### src/rtl/comp_nb_seq.sv
// -----------------------------------------------------------------------------
// comp_nb_seq
// Sequential magnitude comparator. Two W-bit operands are latched on an
// accepted start pulse and compared CHUNK bits per clock, most significant
// chunk first. With EARLY_EXIT set the comparison finishes on the first
// differing chunk; otherwise all chunks are always walked. Two's-complement
// operands are handled by flipping the MSB at latch time (offset binary), so
// the per-chunk compare is always unsigned.
//
// Parameters:
//   W          operand width (W >= 2, W % CHUNK == 0)
//   CHUNK      bits compared per clock (1..W)
//   SIGNED     0 = unsigned, 1 = two's-complement compare
//   EARLY_EXIT 1 = stop at first difference, 0 = always process all chunks
//
// Ports:
//   clk    in   rising-edge clock
//   rst    in   synchronous active-high reset
//   start  in   comparison request, honoured only while idle
//   a, b   in   operands, sampled on the accepted start edge only
//   busy   out  comparison in progress
//   done   out  one-cycle pulse when eq/lt/gt have just been written
//   eq     out  A == B   (registered, held until next result or reset)
//   lt     out  A <  B
//   gt     out  A >  B
// -----------------------------------------------------------------------------
module comp_nb_seq #(
    parameter int W          = 8,
    parameter int CHUNK      = 1,
    parameter int SIGNED     = 0,
    parameter int EARLY_EXIT = 1
) (
    input  logic         clk,
    input  logic         rst,
    input  logic         start,
    input  logic [W-1:0] a,
    input  logic [W-1:0] b,
    output logic         busy,
    output logic         done,
    output logic         eq,
    output logic         lt,
    output logic         gt
);

    localparam int N    = W / CHUNK;
    localparam int IDXW = $clog2(N + 1);

    localparam logic [IDXW-1:0] IDX_ONE  = IDXW'(32'd1);
    localparam logic [IDXW-1:0] IDX_LAST = IDXW'(N - 1);

    // Flipping the sign bit maps two's-complement order onto unsigned order.
    localparam logic [W-1:0] MSB_MASK = (SIGNED != 0) ? {1'b1, {(W-1){1'b0}}}
                                                      : {W{1'b0}};

    typedef enum logic [0:0] {
        S_IDLE = 1'b0,
        S_RUN  = 1'b1
    } state_e;

    state_e            state_q, state_d;
    logic [W-1:0]      a_q, a_d;
    logic [W-1:0]      b_q, b_d;
    logic [IDXW-1:0]   idx_q, idx_d;
    logic              dec_q, dec_d;        // a differing chunk has been seen
    logic              dec_gt_q, dec_gt_d;  // direction of that first difference
    logic              busy_q, busy_d;
    logic              done_q, done_d;
    logic              eq_q, eq_d;
    logic              lt_q, lt_d;
    logic              gt_q, gt_d;

    logic [CHUNK-1:0]  chunk_a_s;
    logic [CHUNK-1:0]  chunk_b_s;
    logic              chunk_diff_s;
    logic              chunk_gt_s;
    logic              last_s;

    // Current chunk: operands are shifted left each RUN cycle, so the chunk
    // under test always sits in the top CHUNK bits.
    always_comb begin
        chunk_a_s    = a_q[W-1 -: CHUNK];
        chunk_b_s    = b_q[W-1 -: CHUNK];
        chunk_diff_s = (chunk_a_s != chunk_b_s);
        chunk_gt_s   = (chunk_a_s > chunk_b_s);
        last_s       = (idx_q == IDX_LAST);
    end

    // Next-state and next-output computation for the IDLE/RUN controller.
    always_comb begin
        state_d  = state_q;
        a_d      = a_q;
        b_d      = b_q;
        idx_d    = idx_q;
        dec_d    = dec_q;
        dec_gt_d = dec_gt_q;
        busy_d   = busy_q;
        done_d   = 1'b0;
        eq_d     = eq_q;
        lt_d     = lt_q;
        gt_d     = gt_q;

        case (state_q)
            S_IDLE: begin
                busy_d = 1'b0;
                if (start) begin
                    a_d      = a ^ MSB_MASK;
                    b_d      = b ^ MSB_MASK;
                    idx_d    = {IDXW{1'b0}};
                    dec_d    = 1'b0;
                    dec_gt_d = 1'b0;
                    busy_d   = 1'b1;
                    state_d  = S_RUN;
                end else begin
                    state_d  = S_IDLE;
                end
            end

            S_RUN: begin
                a_d   = a_q << CHUNK;
                b_d   = b_q << CHUNK;
                idx_d = idx_q + IDX_ONE;
                if (!dec_q && chunk_diff_s) begin
                    if ((EARLY_EXIT != 0) || last_s) begin
                        eq_d    = 1'b0;
                        lt_d    = !chunk_gt_s;
                        gt_d    = chunk_gt_s;
                        done_d  = 1'b1;
                        busy_d  = 1'b0;
                        state_d = S_IDLE;
                    end else begin
                        // Remember only the first difference; later chunks
                        // cannot change the outcome.
                        dec_d    = 1'b1;
                        dec_gt_d = chunk_gt_s;
                        busy_d   = 1'b1;
                    end
                end else if (last_s) begin
                    eq_d    = !dec_q;
                    lt_d    = dec_q && !dec_gt_q;
                    gt_d    = dec_q && dec_gt_q;
                    done_d  = 1'b1;
                    busy_d  = 1'b0;
                    state_d = S_IDLE;
                end else begin
                    busy_d  = 1'b1;
                end
            end

            default: begin
                state_d = S_IDLE;
                busy_d  = 1'b0;
            end
        endcase
    end

    // State and output registers; reset discards any comparison in flight.
    always_ff @(posedge clk) begin
        if (rst) begin
            state_q  <= S_IDLE;
            a_q      <= {W{1'b0}};
            b_q      <= {W{1'b0}};
            idx_q    <= {IDXW{1'b0}};
            dec_q    <= 1'b0;
            dec_gt_q <= 1'b0;
            busy_q   <= 1'b0;
            done_q   <= 1'b0;
            eq_q     <= 1'b0;
            lt_q     <= 1'b0;
            gt_q     <= 1'b0;
        end else begin
            state_q  <= state_d;
            a_q      <= a_d;
            b_q      <= b_d;
            idx_q    <= idx_d;
            dec_q    <= dec_d;
            dec_gt_q <= dec_gt_d;
            busy_q   <= busy_d;
            done_q   <= done_d;
            eq_q     <= eq_d;
            lt_q     <= lt_d;
            gt_q     <= gt_d;
        end
    end

    assign busy = busy_q;
    assign done = done_q;
    assign eq   = eq_q;
    assign lt   = lt_q;
    assign gt   = gt_q;

endmodule

### config.mk
export PLATFORM = sky130hd
export DESIGN_NAME = comp_nb_seq
export DESIGN_NICKNAME = d
export VERILOG_FILES = /design/src/rtl/comp_nb_seq.sv
export SDC_FILE = /design/constraint.sdc
export NUM_CORES = 1
export LEC_CHECK = 0
export ABC_AREA = 1
export CELL_PAD_IN_SITES_DETAIL_PLACEMENT = 0
export CELL_PAD_IN_SITES_GLOBAL_PLACEMENT = 1
export CORE_MARGIN = 8
export CORE_UTILIZATION = 31
export CTS_BUF_LIST = sky130_fd_sc_hd__clkbuf_8 sky130_fd_sc_hd__clkbuf_16
export DETAILED_ROUTE_END_ITERATION = 7
export PLACE_DENSITY = 0.71
export SLEW_MARGIN = 20
export SYNTH_ARGS = -nofsm -noshare
export SYNTH_HDL_FRONTEND = slang
export SYNTH_SLANG_ARGS = --single-unit
### constraint.sdc
create_clock -name clk -period 1 [get_ports clk]
set_input_delay 0.2 -clock clk [delete_from_list [all_inputs] [get_ports clk]]
set_output_delay 0.2 -clock clk [all_outputs]
set_load 0.02 [all_outputs]
==> flow_summary.toml <==
[sta]
rsz0062_at_grt = "yes"
tightestPinTransition_ns = 0.2156
max_freq_mhz = 891.3
finalSetupTns_ns = -2.014
fin_crit_ns = 1.122
hold_viol_final = 0
skew_ns = 0.001934
post-route-period-util_pct = 112.2
setup_violations = 24
slew_headroom_pct = 85.61
slew_violations = 0
setup_ws_ns = -0.1219

[floorplan]
die-height_um = 76.74
coreArea_um2 = 3606
rows = 22
die_w_um = 76.74
initial_utilization_pct = 31.71
num_io_pins = 24
dieArea_um2 = 5888

[setup_path]
required_ns = 1.22
crit_family = "buffers and inverters"
regToRegEndpoint = "a_q[6]$_SDFFE_PP0P_"
crit_arrival_ns = 1.34
r2r-start = "busy$_SDFF_PP0_"
cp.buffers_inverters = 4
crit_end = "a_q[6]$_SDFFE_PP0P_"
max_stage_delay_ns = 0.35
worstSetupPathDepth = 8
critPathLaunch = "busy$_SDFF_PP0_"
path_cells = "buf_8 > nor2_4 > buf_12 > buf_12 > nand2_1 > nand3_2 > nand2_1 > inv_1"
crit_fanout = 5
start_kind = "register"
r2r_cells = 8
crit_path_end_kind = "register"
critPathKind = "reg -> reg"
cpMaxStageDelayCell = "dfxtp_4"
rrSetupSlack_ns = -0.12

[drt]
ant_nets = 0
drt-total-wl_mm = 2.958
dr.pass1.iters = 4
drc = 0
drt-vias-per-instance = 4.494
wire_per_inst_um = 11.78
drt-initial-drc-count = 22
vias = 1128

[global_route]
grt_use_total_pct = 10.28
grt_pass1_vias = 1093
grt_overflow = 0
antenna_found_initial = 0
grt_start_max_net_pins = 24
grt_pass1_wl_mm = 4.961

[power]
p_comb_share_pct = 25.1
power.switching_mw = 0.6222
p_clk_share_pct = 26.5
p_leak_nw = 1.012
irDropWorstVdd_mv = 0.4900
swShare_pct = 27.72
seqPwrFrac_pct = 48.4
p_int_mw = 1.622
p_total_mw = 2.244
p_per_area_nw_per_um2 = 1195

[worst_hold_path]
hold_path_class = "reg -> reg"
whs_path_depth = 2

[yosys]
synth_nets = 187
yosysUniqueCellTypes = 17
synth.most_common_cell = "nand2_1"
synth_area_um2 = 1144
synth_top_area_share_pct = 43.76
synth_cells = 165
synth_edf_count = 0
synth_area_leaders = "dfxtp_1 (44%), nand2_1 (24%), nand3_1 (7.9%)"
synthArstFlopShare_pct = 0
yosys_warnings = 0
avgSynthCellArea_um2 = 6.931
seq_area_frac_synth_pct = 43.76
synthTopCellsByCount = "nand2_1 (73), dfxtp_1 (25), inv_1 (18), nand3_1 (18), nor2_1 (6)"
synth.largest_area_cell = "dfxtp_1"
ys_ff_latch = 25
ys.flop_type = "dfxtp_1"

[layout]
final_area_um2 = 1878
n_fill_cell = 367
fin_util_pct = 52.08
drive_above_1_share_pct = 38.92
final_cell_count_no_fill = 251
num_antenna_cells = 0
layout.nets = 226
areaGrowthSynthToFinish_pct = 64.22

[cts]
htreeDepth = 1
postCtsHoldBufs = 0
cts-buffers-inserted = 3
cts_sinks = 25
cts_root_buffer = "clkbuf_8"
clk_latency_ns = 0.26
path_clk_slew_ns = 0.09
clockBufferDepth = 2
cts_tree = "built"

[placement]
port-buffer-count = 23
dp_hpwl_mm = 1.822
dp_cells = 240
gp_congestion = 0.7183
dpl_cell_area_um2 = 1525

[run_status]
status = "finished, violations left"
violations = "setup timing"

[flow_run]
cap_violations = 0
==> placed cells by master, fill, tap and decap left out, types with 2 or more instances in the layout <==
master	n
buf_2	4
buf_6	2
nand2_4	11
buf_12	5
buf_4	10
clkdlybuf4s50_1	17
nand3_1	6
buf_16	2
nand2_1	46
dfxtp_2	3
clkbuf_8	3
nand3_2	12
inv_2	2
dfxtp_1	21
a21oi_2	2
nor2_1	5
a21oi_1	2
nand2_2	16
inv_1	18
nand4_1	3
==> worst register-to-register path: stages (launching register included) <==
cell and delay, ns:
dfxtp_4 0.35, buf_8 0.12, nor2_4 0.14, buf_12 0.14, buf_12 0.13, nand2_1 0.07, nand3_2 0.05, nand2_1 0.04
inv_1 0.04
==> flip-flops by register name, indices dropped and copies added, names as in the netlist <==
register  flops
a_q           8
lt            1
eq            1
idx_q         4
busy          1
done          1
b_q           8
gt            1
==> logic make-up (layout without fill, tap and decap cells) <==
kind of cell / after synthesis / in the layout / share of synthesized area (%)
buf+inv: 27 / 65 / 11.27
fa+ha+maj: 3 / 3 / 3.283
simple gates: 103 / 103 / 38.18
flops: 25 / 25 / 43.76
compound gates: 6 / 6 / 2.626
mux: 1 / 1 / 0.8753
==> layer usage <==
layer  vias up  track usage, %  part of all wire, %
met5         -               0                    0
met1       523           11.58                   42
met3         4           3.030                  4.2
met2        17           17.59                   52
li1        584               -                    -
met4         0           4.231                  1.5
==> stage by stage <==
step                hold slack [ns]  worst slack, ns
floorplan                    0.2691      -0.00008005
global placement             0.4536          -0.3501
detailed placement           0.4567          -0.3854
CTS                          0.4687          -0.1005
global route                 0.4731          -0.1862
finish                       0.4639          -0.1219
==> cell type report <==
class / instances / area (um2) / area share [%]
clock buffer: 3 / 41.29 / 2.199
clock inverter: 1 / 3.754 / 0.1999
inverter: 19 / 71.32 / 3.797
multi-input combinational: 113 / 726.9 / 38.71
sequential: 25 / 508.0 / 27.05
tap: 48 / 60.06 / 3.198
timing repair buffer: 42 / 466.7 / 24.85
==> timing repair <==
action	CTS	global route
cloned	3	0
buffers inserted	7	0
pin swaps	11	11
endpoints found under the setup margin	30	27
gates resized for setup	67	20
==> power groups by stage <==
stage | logic (mW) | clock network (mW) | registers, mW
after global routing | 0.617 | 0.650 | 1.09
after floorplan | 0.210 | 0 | 1.11
after global placement | 0.392 | 0 | 1.10
final | 0.564 | 0.594 | 1.09
after CTS | 0.561 | 0.614 | 1.08
after detailed placement | 0.395 | 0 | 1.10
==> worst min-delay path by stage <==
stage                     endpoint                start  slack, ns
3_5_place_dp   b_q[0]$_SDFFE_PP0P_  b_q[0]$_SDFFE_PP0P_       0.46
5_1_grt        a_q[0]$_SDFFE_PP0P_                 a[0]       0.47
2_1_floorplan  a_q[0]$_SDFFE_PP0P_                  rst       0.27
6_report           lt$_SDFFE_PP0P_      lt$_SDFFE_PP0P_       0.46
3_3_place_gp   b_q[0]$_SDFFE_PP0P_  b_q[0]$_SDFFE_PP0P_       0.45
4_1_cts            lt$_SDFFE_PP0P_      lt$_SDFFE_PP0P_       0.47
Note: power is estimated with default switching activity, not from simulation.
